--- src/rtl/memory_banked_handshake_pkg.sv ---
// Shared types and helpers for the banked handshake memory.
// Holds the controller state encoding, response error codes and a clog2 helper.
package mem_pkg;

    typedef enum logic [0:0] {
        ST_IDLE  = 1'b0,
        ST_CLEAR = 1'b1
    } state_e;

    localparam logic RSP_OK  = 1'b0;
    localparam logic RSP_ERR = 1'b1;

    function automatic int clog2(input int value);
        int result;
        result = 0;
        for (int i = 0; i < 31; i++) begin
            if ((1 << i) < value) begin
                result = i + 1;
            end
        end
        return result;
    endfunction

endpackage

--- src/rtl/memory_banked_handshake_if.sv ---
// Request/response bundle between a bus master and the banked memory.
interface memory_banked_handshake_if #(
    parameter int WIDTH      = 16,
    parameter int ADDR_WIDTH = 4
);
    logic                  valid_i;
    logic                  ready_o;
    logic                  wr_rd_i;
    logic [ADDR_WIDTH-1:0] addr_i;
    logic [WIDTH-1:0]      wdata_i;
    logic [WIDTH/8-1:0]    wstrb_i;
    logic                  clear_i;
    logic                  busy_o;
    logic                  rsp_valid_o;
    logic                  rsp_ready_i;
    logic [WIDTH-1:0]      rsp_data_o;
    logic                  rsp_err_o;

    modport master (
        output valid_i, wr_rd_i, addr_i, wdata_i, wstrb_i, clear_i, rsp_ready_i,
        input  ready_o, busy_o, rsp_valid_o, rsp_data_o, rsp_err_o
    );

    modport slave (
        input  valid_i, wr_rd_i, addr_i, wdata_i, wstrb_i, clear_i, rsp_ready_i,
        output ready_o, busy_o, rsp_valid_o, rsp_data_o, rsp_err_o
    );
endinterface

--- src/rtl/memory_banked_handshake_mem_bank.sv ---
// One storage bank: single-port array with byte-enable writes and a registered read.
module mem_bank #(
    parameter int WIDTH = 16,
    parameter int ROWS  = 8,
    parameter int ROW_W = 3
) (
    input  logic               clk_i,
    input  logic               en,
    input  logic               we,
    input  logic [ROW_W-1:0]   row,
    input  logic [WIDTH/8-1:0] be,
    input  logic [WIDTH-1:0]   wdata,
    output logic [WIDTH-1:0]   rdata
);
    logic [WIDTH-1:0] mem_reg [ROWS];

    // rdata only moves on reads, so a stalled response stays stable through writes and clears
    always_ff @(posedge clk_i) begin
        if (en && we) begin
            for (int k = 0; k < WIDTH / 8; k++) begin
                if (be[k]) begin
                    mem_reg[row][k*8 +: 8] <= wdata[k*8 +: 8];
                end
            end
        end
        if (en && !we) begin
            rdata <= mem_reg[row];
        end
    end
endmodule

--- src/rtl/memory_banked_handshake.sv ---
// Banked handshake SRAM: request decode, clear engine, bank array and response register.
module memory_banked_handshake
    import mem_pkg::*;
#(
    parameter int WIDTH         = 16,
    parameter int DEPTH         = 16,
    parameter int ADDR_WIDTH    = 4,
    parameter int NUM_BANKS     = 2,
    parameter bit INIT_ON_RESET = 1'b1
) (
    input logic clk_i,
    input logic rst_i,
    memory_banked_handshake_if.slave bus
);
    localparam int BANK_W = clog2(NUM_BANKS);
    localparam int SEL_W  = (BANK_W > 0) ? BANK_W : 1;
    localparam int ROWS   = DEPTH / NUM_BANKS;
    localparam int ROW_W  = (clog2(ROWS) > 0) ? clog2(ROWS) : 1;
    localparam int STRB_W = WIDTH / 8;

    localparam logic [ADDR_WIDTH:0] DEPTH_C  = (ADDR_WIDTH + 1)'(DEPTH);
    localparam logic [ROW_W-1:0]    LAST_ROW = ROW_W'(ROWS - 1);
    localparam logic [0:0]          S_IDLE   = ST_IDLE;
    localparam logic [0:0]          S_CLEAR  = ST_CLEAR;
    localparam logic [0:0]          S_RESET  = INIT_ON_RESET ? S_CLEAR : S_IDLE;

    logic [0:0]       state_reg, state_next;
    logic [ROW_W-1:0] cnt_reg, cnt_next;
    logic             rsp_valid_reg, rsp_valid_next;
    logic             rsp_err_reg, rsp_err_next;
    logic             rsp_rd_reg, rsp_rd_next;
    logic [SEL_W-1:0] rsp_bank_reg, rsp_bank_next;

    logic             clearing;
    logic             accept;
    logic             in_range;
    logic [SEL_W-1:0] bank_sel;
    logic [ROW_W-1:0] row_sel;
    logic [WIDTH-1:0] bank_rdata [NUM_BANKS];

    assign clearing = (state_reg == S_CLEAR);
    assign bank_sel = SEL_W'(bus.addr_i & ADDR_WIDTH'(NUM_BANKS - 1));
    assign row_sel  = ROW_W'(bus.addr_i >> BANK_W);
    assign in_range = ({1'b0, bus.addr_i} < DEPTH_C);

    assign bus.ready_o = (state_reg == S_IDLE) && !bus.clear_i &&
                         (!rsp_valid_reg || bus.rsp_ready_i);
    assign accept      = bus.valid_i && bus.ready_o;

    // During a clear every bank zero-fills the same row in parallel
    generate
        for (genvar gi = 0; gi < NUM_BANKS; gi++) begin : g_bank
            logic bank_en;
            assign bank_en = clearing || (accept && in_range && (bank_sel == SEL_W'(gi)));

            mem_bank #(
                .WIDTH (WIDTH),
                .ROWS  (ROWS),
                .ROW_W (ROW_W)
            ) u_bank (
                .clk_i (clk_i),
                .en    (bank_en),
                .we    (clearing || bus.wr_rd_i),
                .row   (clearing ? cnt_reg : row_sel),
                .be    (clearing ? {STRB_W{1'b1}} : bus.wstrb_i),
                .wdata (clearing ? {WIDTH{1'b0}} : bus.wdata_i),
                .rdata (bank_rdata[gi])
            );
        end
    endgenerate

    always_comb begin
        state_next     = state_reg;
        cnt_next       = cnt_reg;
        rsp_valid_next = rsp_valid_reg;
        rsp_err_next   = rsp_err_reg;
        rsp_rd_next    = rsp_rd_reg;
        rsp_bank_next  = rsp_bank_reg;

        case (state_reg)
            S_IDLE: begin
                if (bus.clear_i) begin
                    state_next = S_CLEAR;
                end
            end
            default: begin
                if (cnt_reg == LAST_ROW) begin
                    cnt_next   = '0;
                    state_next = S_IDLE;
                end else begin
                    cnt_next = cnt_reg + ROW_W'(1);
                end
            end
        endcase

        // A new accept overrides the drain so beats can go back to back
        if (accept) begin
            rsp_valid_next = 1'b1;
            rsp_err_next   = in_range ? RSP_OK : RSP_ERR;
            rsp_rd_next    = in_range && !bus.wr_rd_i;
            rsp_bank_next  = bank_sel;
        end else if (rsp_valid_reg && bus.rsp_ready_i) begin
            rsp_valid_next = 1'b0;
        end
    end

    always_ff @(posedge clk_i or posedge rst_i) begin
        if (rst_i) begin
            state_reg     <= S_RESET;
            cnt_reg       <= '0;
            rsp_valid_reg <= 1'b0;
            rsp_err_reg   <= RSP_OK;
            rsp_rd_reg    <= 1'b0;
            rsp_bank_reg  <= '0;
        end else begin
            state_reg     <= state_next;
            cnt_reg       <= cnt_next;
            rsp_valid_reg <= rsp_valid_next;
            rsp_err_reg   <= rsp_err_next;
            rsp_rd_reg    <= rsp_rd_next;
            rsp_bank_reg  <= rsp_bank_next;
        end
    end

    assign bus.busy_o      = clearing;
    assign bus.rsp_valid_o = rsp_valid_reg;
    assign bus.rsp_err_o   = rsp_err_reg;
    assign bus.rsp_data_o  = rsp_rd_reg ? bank_rdata[rsp_bank_reg] : '0;
endmodule

--- src/flat_wrapper.sv ---
// flat-port wrapper written by rule: the top's interface ports become plain ports
module memory_banked_handshake_flat import mem_pkg::*;
#(
    parameter int WIDTH         = 16,
    parameter int DEPTH         = 16,
    parameter int ADDR_WIDTH    = 4,
    parameter int NUM_BANKS     = 2,
    parameter bit INIT_ON_RESET = 1'b1
)
  (clk_i, rst_i, bus_valid_i, bus_wr_rd_i, bus_addr_i, bus_wdata_i, bus_wstrb_i, bus_clear_i, bus_rsp_ready_i, bus_ready_o, bus_busy_o, bus_rsp_valid_o, bus_rsp_data_o, bus_rsp_err_o);
  memory_banked_handshake_if #(.WIDTH(WIDTH), .ADDR_WIDTH(ADDR_WIDTH)) bus_i ();
  input logic clk_i;
  input logic rst_i;
  input wire logic [$bits(bus_i.valid_i)-1:0] bus_valid_i;
  input wire logic [$bits(bus_i.wr_rd_i)-1:0] bus_wr_rd_i;
  input wire logic [$bits(bus_i.addr_i)-1:0] bus_addr_i;
  input wire logic [$bits(bus_i.wdata_i)-1:0] bus_wdata_i;
  input wire logic [$bits(bus_i.wstrb_i)-1:0] bus_wstrb_i;
  input wire logic [$bits(bus_i.clear_i)-1:0] bus_clear_i;
  input wire logic [$bits(bus_i.rsp_ready_i)-1:0] bus_rsp_ready_i;
  output wire logic [$bits(bus_i.ready_o)-1:0] bus_ready_o;
  output wire logic [$bits(bus_i.busy_o)-1:0] bus_busy_o;
  output wire logic [$bits(bus_i.rsp_valid_o)-1:0] bus_rsp_valid_o;
  output wire logic [$bits(bus_i.rsp_data_o)-1:0] bus_rsp_data_o;
  output wire logic [$bits(bus_i.rsp_err_o)-1:0] bus_rsp_err_o;
  assign bus_i.valid_i = bus_valid_i;
  assign bus_i.wr_rd_i = bus_wr_rd_i;
  assign bus_i.addr_i = bus_addr_i;
  assign bus_i.wdata_i = bus_wdata_i;
  assign bus_i.wstrb_i = bus_wstrb_i;
  assign bus_i.clear_i = bus_clear_i;
  assign bus_i.rsp_ready_i = bus_rsp_ready_i;
  assign bus_ready_o = bus_i.ready_o;
  assign bus_busy_o = bus_i.busy_o;
  assign bus_rsp_valid_o = bus_i.rsp_valid_o;
  assign bus_rsp_data_o = bus_i.rsp_data_o;
  assign bus_rsp_err_o = bus_i.rsp_err_o;
  memory_banked_handshake #(.WIDTH(WIDTH), .DEPTH(DEPTH), .ADDR_WIDTH(ADDR_WIDTH), .NUM_BANKS(NUM_BANKS), .INIT_ON_RESET(INIT_ON_RESET)) u_core (.clk_i(clk_i), .rst_i(rst_i), .bus(bus_i));
endmodule
--- config.mk ---
export PLATFORM = sky130hd
export DESIGN_NAME = memory_banked_handshake_flat
export DESIGN_NICKNAME = d
export VERILOG_FILES = /design/src/rtl/memory_banked_handshake_pkg.sv /design/src/rtl/memory_banked_handshake_if.sv /design/src/rtl/memory_banked_handshake_mem_bank.sv /design/src/rtl/memory_banked_handshake.sv /design/src/flat_wrapper.sv
export SDC_FILE = /design/constraint.sdc
export NUM_CORES = 1
export LEC_CHECK = 0
export CORE_MARGIN = 10
export CORE_UTILIZATION = 55
export CTS_CLUSTER_DIAMETER = 150
export DETAILED_ROUTE_END_ITERATION = 8
export MAX_ROUTING_LAYER = met4
export PLACE_DENSITY = 0.73
export SYNTH_ARGS = -nofsm -noshare
export SYNTH_HDL_FRONTEND = slang
export SYNTH_SLANG_ARGS = --single-unit
--- constraint.sdc ---
create_clock -name clk_i -period 3.21 [get_ports clk_i]
set_clock_uncertainty 0.05 [all_clocks]
set_input_delay 0.321 -clock clk_i [delete_from_list [all_inputs] [get_ports clk_i]]
set_output_delay 0.321 -clock clk_i [all_outputs]
set_load 0.05 [all_outputs]
* Word-level counts from Yosys, hierarchy flattened
Memories as Yosys holds them, arrays and structs flattened. A register that Yosys moved wholly into a read port is not among the register bits.
Cells that the tools add are included.
** Word-level totals
- Memories kept :: 2
- Output and inout port bits :: 20
- Register bits after elaboration :: 7
- Word-level logic and storage cells :: 55
- RAM bits :: 256
- Bits of input ports :: 28
** Memory list
- u_core.g_bank[0].u_bank.mem_reg :: depth 8, width 16, rd ports 1, clocked after memory_dff 1, write ports 1, line memory_banked_handshake_mem_bank.sv:15 : logic [WIDTH-1:0] mem_reg [ROWS];
- u_core.g_bank[1].u_bank.mem_reg :: depth 8, width 16, rd ports 1, clocked after memory_dff 1, write ports 1, line memory_banked_handshake_mem_bank.sv:15
** Cells by class
- Eq/ne operators :: 1
- Bitwise logic cells :: 3
- Magnitude comparators :: 1
- Reduce and logical (&&, ||, !) cells :: 19
- $add $sub $neg :: 1
- Multiplexer cells :: 23
** Operators with widths (count)
- 16-bit two-way mux :: 5
- 1-bit two-way mux :: 15
- 1-bit logical AND :: 10
- 3-bit two-way mux :: 2
- 1-bit zero test :: 4
- 1-bit logical OR :: 4
- 3-bit by 1-bit adder with 3-bit output, second input constant :: 1
- 3-bit equality test, second input constant :: 1
- 2-bit greater-or-equal comparator, second input constant :: 1
- 2-bit two-way mux :: 1
- 1-bit inverter :: 2
- 1-bit inverter with 2-bit output :: 1
- 2-bit nonzero test :: 1

* Depth between registers and ports, before layout
Gate-level depths: netlist (run 1).
- Depth in word-level cells :: 9
- Depth in mapped cells :: 8
- Mapped depth without buffers :: 4

* Cells and area by module
From an unflattened synthesis (run 1), not the netlist that was laid out.
** Second synthesis, totals
- Cell total of the unflattened synthesis :: 539
- Area total of the unflattened synthesis :: 11802.6 um^2
** Modules (own cells, without submodules)
- mem_bank :: sequential area each 4324.1 um^2, cells an instance 226, area each 5496.5 um^2, instances 2
- memory_banked_handshake :: sequential area each 176.4 um^2, cells an instance 87, area each 809.5 um^2, instances 1

* Worst setup path before layout (run 1)
OpenSTA, ideal clock, no wires.
- Path type :: register to register
- Start point :: register u_core.state_reg (netlist: u_core.bus.busy_o)
- End point :: register u_core.g_bank[1].u_bank.rdata[0], read port of u_core.g_bank[1].u_bank.mem_reg, enable pin
- Setup slack :: 0.549 ns
- Path buffers :: 1
- Data arrival time :: 2.198 ns
- Setup time :: 0.413 ns
- Cell stages (with the launch flop) :: 5
- Data required time :: 2.747 ns
- Clock period less this slack :: 2.661 ns
- Cell sequence :: dfstp_2 > buf_6 > nor2_1 > nand3_1 > nor3b_1
** Between the ends
- Word-level cells in the longest chain between the ends :: 7
- Elaborated cells on any way between the ends :: 10
- Those cells by class :: mux: 1; bitwise: 1; reduce/logical: 8
** RTL lines
- start, declared :: line memory_banked_handshake.sv:27 : logic [0:0] state_reg, state_next;
- start signal, assigned :: line memory_banked_handshake.sv:116 : state_reg <= state_next;
- 1-bit inverter
- 1-bit logical AND (2 in a row) :: line memory_banked_handshake.sv:46 : assign bus.ready_o = (state_reg == S_IDLE) && !bus.clear_i &&
- 1-bit logical AND :: line memory_banked_handshake.sv:48 : assign accept = bus.valid_i && bus.ready_o;
- 1-bit logical AND :: line memory_banked_handshake.sv:54 : assign bank_en = clearing || (accept && in_range && (bank_sel == SEL_W'(gi)));
- 1-bit logical OR :: line memory_banked_handshake.sv:54
- 1-bit logical AND :: line memory_banked_handshake_mem_bank.sv:26 : if (en && !we) begin
- end, declared :: line memory_banked_handshake_mem_bank.sv:13 : output logic [WIDTH-1:0] rdata
Parallel ways exist; a longest one is shown, timed or not.
A chain may end at the register's enable or synchronous reset.

* Worst setup path in the final report (run 1)
- Start point :: register u_core.rsp_bank_reg
- End point :: output port bus_rsp_data_o[0]
** Between the ends
- Word-level cells in the longest chain between the ends :: 5
** RTL lines
- start, declared :: line memory_banked_handshake.sv:32 : logic [SEL_W-1:0] rsp_bank_reg, rsp_bank_next;
- start signal, assigned :: line memory_banked_handshake.sv:121 : rsp_bank_reg <= rsp_bank_next;
- 1-bit inverter with 2-bit output (implied by the code) :: line memory_banked_handshake.sv:128 : assign bus.rsp_data_o = rsp_rd_reg ? bank_rdata[rsp_bank_reg] : '0;
- 16-bit two-way mux (implied by the code) (3 in a row) :: line memory_banked_handshake.sv:128
- 16-bit two-way mux :: line memory_banked_handshake.sv:128
- end, declared :: line flat_wrapper.sv:24 : output wire logic [$bits(bus_i.rsp_data_o)-1:0] bus_rsp_data_o;
No other way between the ends. The select of a mux whose other input is x is not followed.

==> impl_metrics.py, run 1 <==
metrics = {
    "yosys": {
        "synth_fp_nets": 850,
        "syn_inst": 820,
        "yosys_most_used_dff": "edfxtp_1",
        "synth_edf_count": 288,
        "synth_area_sq_mm": 0.01177,
        "ys_async_sr_fraction_pct": 2.373,
        "synth_cell_types": 29,
        "ys_seq_area_share_pct": 74.95,
        "yosys_warnings": 0,
        "ys_seq_elements": 295,
        "synth.avg_cell_area_sq_um": 14.36,
    },
    "layout": {
        "nNetsFinal": 949,
        "insertedDiodeCount": 0,
        "drive_above_1_share_pct": 12.11,
        "layoutNonFillerInstCount": 1216,
        "fill_cells": 1455,
        "area_growth_pct": 16.67,
        "largest_reg_flops": 256,
    },
    "grt": {
        "grt_usage_pct": 18.28,
        "grt_pass1_wl_mm": 38.89,
        "grt_pass1_vias": 6728,
        "grt-ovfl-total": 0,
        "antenna_found_initial": 0,
        "grt_max_degree": 89,
    },
    "die": {
        "rows": 53,
        "die-area_sq_mm": 0.02766,
        "core_sq_mm": 0.02102,
        "dieHeight_um": 166.3,
        "io-pin-count": 48,
        "die_w_um": 166.3,
        "start_util_pct": 56.01,
    },
    "worst_setup_path": {
        "cp_data_required_time_ps": 2840,
        "setup.worst_path.class": "reg -> out",
        "end_kind": "primary output",
        "critPathArrivalTime_ps": 2460,
        "critPathMaxFanout": 9,
        "crit_path_start": "u_core.rsp_bank_reg$_DFFE_PP0P_",
        "critPathLaunchType": "flop",
        "r2r-start": "u_core.bus.busy_o$_DFF_PP1_",
    },
    "sta": {
        "maxSlewViolCount": 0,
        "setup-tns-final_ps": 0,
        "finalCriticalPeriod_ps": 2829,
        "timing.final.crit_share_pct": 88.13,
        "finalWorstSetupSlack_ps": 381.1,
        "hold_violations": 0,
        "fmax_ghz": 0.3535,
        "finalSetupViolations": 0,
        "grt_setup_unrepaired": "no",
        "worstMarginPinSlew_ps": 777.8,
        "relSlewSlack_pct": 47.91,
    },
    "pwr": {
        "power.density_mw_per_mm2": 993.7,
        "irDropWorstVdd_mv": 0.5407,
        "power.total_w": 0.01365,
        "p_leak_nw": 4.914,
    },
    "placement": {
        "hpwlAfterDp_mm": 16.61,
        "portBuffers": 46,
        "gp_congestion": 0.8230,
        "place_inst": 1162,
        "pre_cts_slack_ps": 500.0,
    },
    "run": {
        "drv_cap": 0,
    },
    "routing": {
        "dr.pass1.iters": 5,
        "viasPerCell": 5.648,
        "drt_iter0_drc": 692,
        "ant_nets": 0,
        "vias": 6868,
        "routedWlPerCell_um": 21.10,
        "routed_wl_mm": 25.66,
        "drc": 0,
    },
    "clock_tree": {
        "cts_made_buffers": 29,
        "cts-root-buf": "clkbuf_16",
        "cts_resized": 0,
        "tritoncts": "done",
        "htreeDepth": 1,
        "clock_sinks": 295,
        "clockBufferDepth": 3,
        "clkTransAtPathRegs_ps": 60,
        "clk_latency_ps": 530,
    },
    "hold_path": {
        "hold_path_class": "in -> reg",
        "min_from": "bus_clear_i",
    },
    "outcome": {
        "status": "completed",
    },
}
[per-layer routing]
| layer | GRT usage, % | vias to the layer above | wire [um] | part of all wire (%) |
|---|---|---|---|---|
| met4 | 5.002 | 0 | 508 | 2.0 |
| met3 | 4.496 | 32 | 2294 | 8.9 |
| met1 | 23.71 | 3352 | 10810 | 42 |
| met2 | 28.36 | 273 | 12050 | 47 |
| met5 | - | - | 0 | 0 |
| li1 | - | 3211 | - | - |
[cells by family after synthesis]
group                      Yosys count  share of synthesized area, %
and+or+nand+nor                    377                         14.24
buffers and inverters               50                         2.508
adders and majority gates            2                        0.2125
muxes                               52                         4.548
AOI/OAI and AO/OA                   43                         3.507
other                                1                       0.03185
DFF                                295                         74.95
[cell usage after synthesis, drive strengths merged, types with 4 or more instances]
| library cell | instances | area, sq um |
|---|---|---|
| edfxtp | 288 | 8648 |
| nand2 | 207 | 777.0 |
| nand3 | 65 | 325.3 |
| mux2i | 50 | 513.0 |
| and3 | 33 | 206.5 |
| nor2 | 33 | 123.9 |
| nor2b | 33 | 206.5 |
| a32oi | 32 | 280.3 |
| buf | 32 | 227.7 |
| clkbuf | 13 | 48.80 |
| dfrtp | 6 | 150.1 |
| inv | 5 | 18.77 |
| o32ai | 4 | 87.58 |
[area by class of cell]
class | instances | area [sq um] | share of cell area, %
clock buffer | 34 | 744.5 | 5.419
timing repair buffer | 113 | 1003 | 7.305
inverter | 5 | 18.77 | 0.1366
clock inverter | 19 | 111.4 | 0.8106
sequential | 295 | 8825 | 64.24
tap | 275 | 344.1 | 2.505
multi-input combinational | 475 | 2690 | 19.58
[critical path, cell delays in order, from the launching register on]
cell and delay, ps:
dfrtp_1 600, buf_4 290, mux2i_1 110, nor2b_1 110, clkdlybuf4s50_1 810
[repair_timing]
action | in CTS | in global routing
endpoints found under the hold margin | 6 | 0
buffers inserted | 0 | 0
hold buffers | 1 | 0
[power breakdown]
part / switching (W) / total (W) / internal (W)
clock network: 0.00132 / 0.00304 / 0.00173
logic: 0.00315 / 0.00477 / 0.00163
registers: 0.000296 / 0.00583 / 0.00554
total: 0.00476 / 0.0137 / 0.00889
[metrics by stage]
step                util, %  area, sq um  hold slack, ps
finish                65.35        13740           334.1
global route          65.35        13740           328.6
CTS                   65.35        13740           289.3
detailed placement    61.23        12870           489.2
global placement      61.23        12870           461.7
floorplan                 -        11770           73.67
[worst paths after layout]
path	end	depth (start not counted)	slack [ps]
setup / recovery	bus_rsp_data_o[0]	4	380
hold reg to reg	u_core.cnt_reg[0]$_DFFE_PP0P_	1	510
hold / removal	u_core.bus.busy_o$_DFF_PP1_	3	330
min in group asynchronous	u_core.cnt_reg[0]$_DFFE_PP0P_	3	550
setup reg to reg	u_core.g_bank[1].u_bank.rdata[8]$_DFFE_PP_	6	510
max in group asynchronous	u_core.bus.busy_o$_DFF_PP1_	3	2290
[cell usage in the layout, fill, tap and decap left out, drive strengths merged, types with 2 or more instances in the layout]
cell type        n
a31oi            2
a32oi           32
a41oi            2
and3            33
buf             66
clkbuf          34
clkdlybuf4s50   46
clkinv          18
dfrtp            6
edfxtp         288
ha               2
inv              5
mux2             2
mux2i           50
nand2          207
nand2b           3
nand3           65
nor2            33
nor2b           33
o21ai            3
o32ai            4
(Power assumes the default switching activity.)
==> run 2, diff against run 1 <==
Settings changed: SETUP_SLACK_MARGIN set to 0.2.
==> results of run 2 <==
No change in the layout: final DEF, timing and power equal those of run 1.
==> run 3, diff against run 2 <==
--- a/config.mk
+++ b/config.mk
@@ -9,7 +9,9 @@
 export CORE_UTILIZATION = 55
 export CTS_CLUSTER_DIAMETER = 150
+export CTS_CLUSTER_SIZE = 28
 export DETAILED_ROUTE_END_ITERATION = 8
 export MAX_ROUTING_LAYER = met4
 export PLACE_DENSITY = 0.73
+export REMOVE_ABC_BUFFERS = 1
 export SETUP_SLACK_MARGIN = 0.2
 export SYNTH_ARGS = -nofsm -noshare
==> constraint.sdc (replaced) <==
create_clock -name clk_i -period 3.21 [get_ports clk_i]
set_clock_uncertainty 0.05 [all_clocks]
set_input_delay 0.642 -clock clk_i [delete_from_list [all_inputs] [get_ports clk_i]]
set_output_delay 0.642 -clock clk_i [all_outputs]
set_load 0.05 [all_outputs]
==> run 3 against run 2 <==
  * Combinational power is 1% lower
  * Via count shrank 1.1%
  * Total power fell by 8.4%
  * First-iteration DRC count is 1.4% lower
  * Hold slack got worse by 7.3 ps
  * Cell area decreased by 3.3%
  * Sequential share of layout area is 2.2 points higher
  * Register-to-register slack better by 150 ps
  * Worst setup slack better by 86 ps
  * Core utilization down 2.2 points
==> impl_metrics.py, run 3 (synthesis gave the netlist of run 1 again) <==
metrics = {
    "outcome": {
        "status": "completed",
    },
    "sta": {
        "finalSetupViolations": 0,
        "maxSlewViolCount": 0,
        "holdWs_ps": 326.8,
        "relSlewSlack_pct": 44.39,
        "grt_setup_unrepaired": "no",
        "fmax_ghz": 0.3646,
        "hold_violations": 0,
        "finalCriticalPeriod_ps": 2743,
        "worstMarginPinSlew_ps": 830.3,
        "timing.final.crit_share_pct": 85.44,
        "finalWorstSetupSlack_ps": 467.3,
        "setup-tns-final_ps": 0,
    },
    "clock_tree": {
        "cts_made_buffers": 14,
        "clk_latency_ps": 500,
        "clockBufferDepth": 3,
        "clock_sinks": 295,
        "clkTransAtPathRegs_ps": 110,
        "cts-root-buf": "clkbuf_16",
        "tritoncts": "done",
        "post_cts_buffers": 0,
        "htreeDepth": 1,
    },
    "layout": {
        "fin_util_pct": 63.17,
        "insertedDiodeCount": 0,
        "final_cell_mix": "edfxtp_1 (288), nand2_1 (207), buf_4 (84)",
        "layout_commonest_cell": "edfxtp_1",
        "nNetsFinal": 937,
        "drive_above_1_share_pct": 12.35,
        "largest_reg_flops": 256,
        "area_growth_pct": 12.78,
    },
    "pwr": {
        "power_frac_comb_pct": 37.8,
        "p_leak_nw": 4.733,
        "power.density_mw_per_mm2": 941.6,
        "switchingPower_w": 0.004466,
        "irDropWorstVdd_mv": 0.7852,
        "power.total_w": 0.01250,
        "switching_share_pct": 35.72,
        "p_int_w": 0.008037,
        "pwr-share-seq_pct": 46.4,
        "clkPwrFrac_pct": 15.8,
    },
    "die": {
        "dieHeight_um": 166.3,
        "io-pin-count": 48,
        "rows": 53,
        "start_util_pct": 56.01,
        "core_sq_mm": 0.02102,
        "die-area_sq_mm": 0.02766,
        "die_w_um": 166.3,
    },
    "grt": {
        "grt-ovfl-total": 0,
        "grt_pass1_wl_mm": 38.12,
        "grt_pass1_vias": 6512,
        "antenna_found_initial": 0,
        "grt_usage_pct": 17.87,
        "grt_max_degree": 81,
    },
    "run": {
        "drv_cap": 0,
    },
    "placement": {
        "pre_cts_slack_ps": 314.3,
        "portBuffers": 46,
        "hpwlAfterDp_mm": 16.10,
        "gp_congestion": 0.8304,
    },
    "worst_setup_path": {
        "cp_data_required_time_ps": 2520,
        "setup.worst_path.class": "reg -> out",
        "critPathMaxFanout": 16,
        "critPathLaunchType": "flop",
        "end_kind": "primary output",
        "critPathArrivalTime_ps": 2050,
    },
    "routing": {
        "drt_iter0_drc": 682,
        "routedWlPerCell_um": 20.99,
        "routed_wl_mm": 24.98,
        "ant_nets": 0,
        "vias": 6791,
        "dr.pass1.iters": 7,
        "viasPerCell": 5.707,
        "drc": 0,
    },
    "hold_path": {
        "hold_path_class": "in -> async",
    },
}
run 3: power groups by stage:
stage | sequential [W] | clock [W] | combinational (W)
5_1_grt | 0.00587 | 0.00214 | 0.00516
4_1_cts | 0.00580 | 0.00201 | 0.00475
6_report | 0.00580 | 0.00198 | 0.00472
3_3_place_gp | 0.00586 | 0 | 0.00466
2_1_floorplan | 0.00590 | 0 | 0.00289
3_5_place_dp | 0.00588 | 0 | 0.00475
run 3: path summary, 6_finish.rpt:
check	start	end	slack [ps]	cells after the start
hold / removal	rst_i	u_core.bus.rsp_valid_o$_DFFE_PP0P_	330	2
hold reg to reg	u_core.rsp_bank_reg$_DFFE_PP0P_	u_core.rsp_bank_reg$_DFFE_PP0P_	480	2
min in group clk_i	u_core.rsp_bank_reg$_DFFE_PP0P_	u_core.rsp_bank_reg$_DFFE_PP0P_	480	2
max in group asynchronous	rst_i	u_core.bus.busy_o$_DFF_PP1_	2490	2
setup / recovery	u_core.bus.busy_o$_DFF_PP1_	bus_busy_o	470	2
setup reg to reg	u_core.bus.busy_o$_DFF_PP1_	u_core.g_bank[1].u_bank.mem_reg[2][11]$_DFFE_PP_	660	5
run 3: cell type report:
class,count,area (sq um)
clock buffers,23,405.4
clock inverters,1,16.27
fillers,1528,7742
inverters,5,18.77
multi-input cells,475,2690
flip-flops and latches,295,8825
well taps,275,344.1
repair buffers,116,979.7
run 3: layer usage:
layer	GRT usage [%]	share of wire, %	up-vias
met1	25.10	45	3337
met2	27.45	47	244
met5	-	0	-
met4	4.964	2.2	0
met3	1.727	5.9	45
li1	-	-	3165
run 3: metrics by stage:
stage / instance area [sq um] / std cells
floorplan: 11500 / 775
global placement: 12860 / 1166
detailed placement: 12860 / 1166
CTS: 13280 / 1190
global route: 13280 / 1190
finish: 13280 / 1190
run 3: repair_timing:
item                       in CTS  in global routing
setup endpoints to repair       1                  0
hold buffers                    0                  0
resized for setup               1                  0
run 3: critical path, stage by stage, from the launching register on:
cell and delay (ps):
dfstp_2 750, buf_4 270, dlygate4sd2_1 550
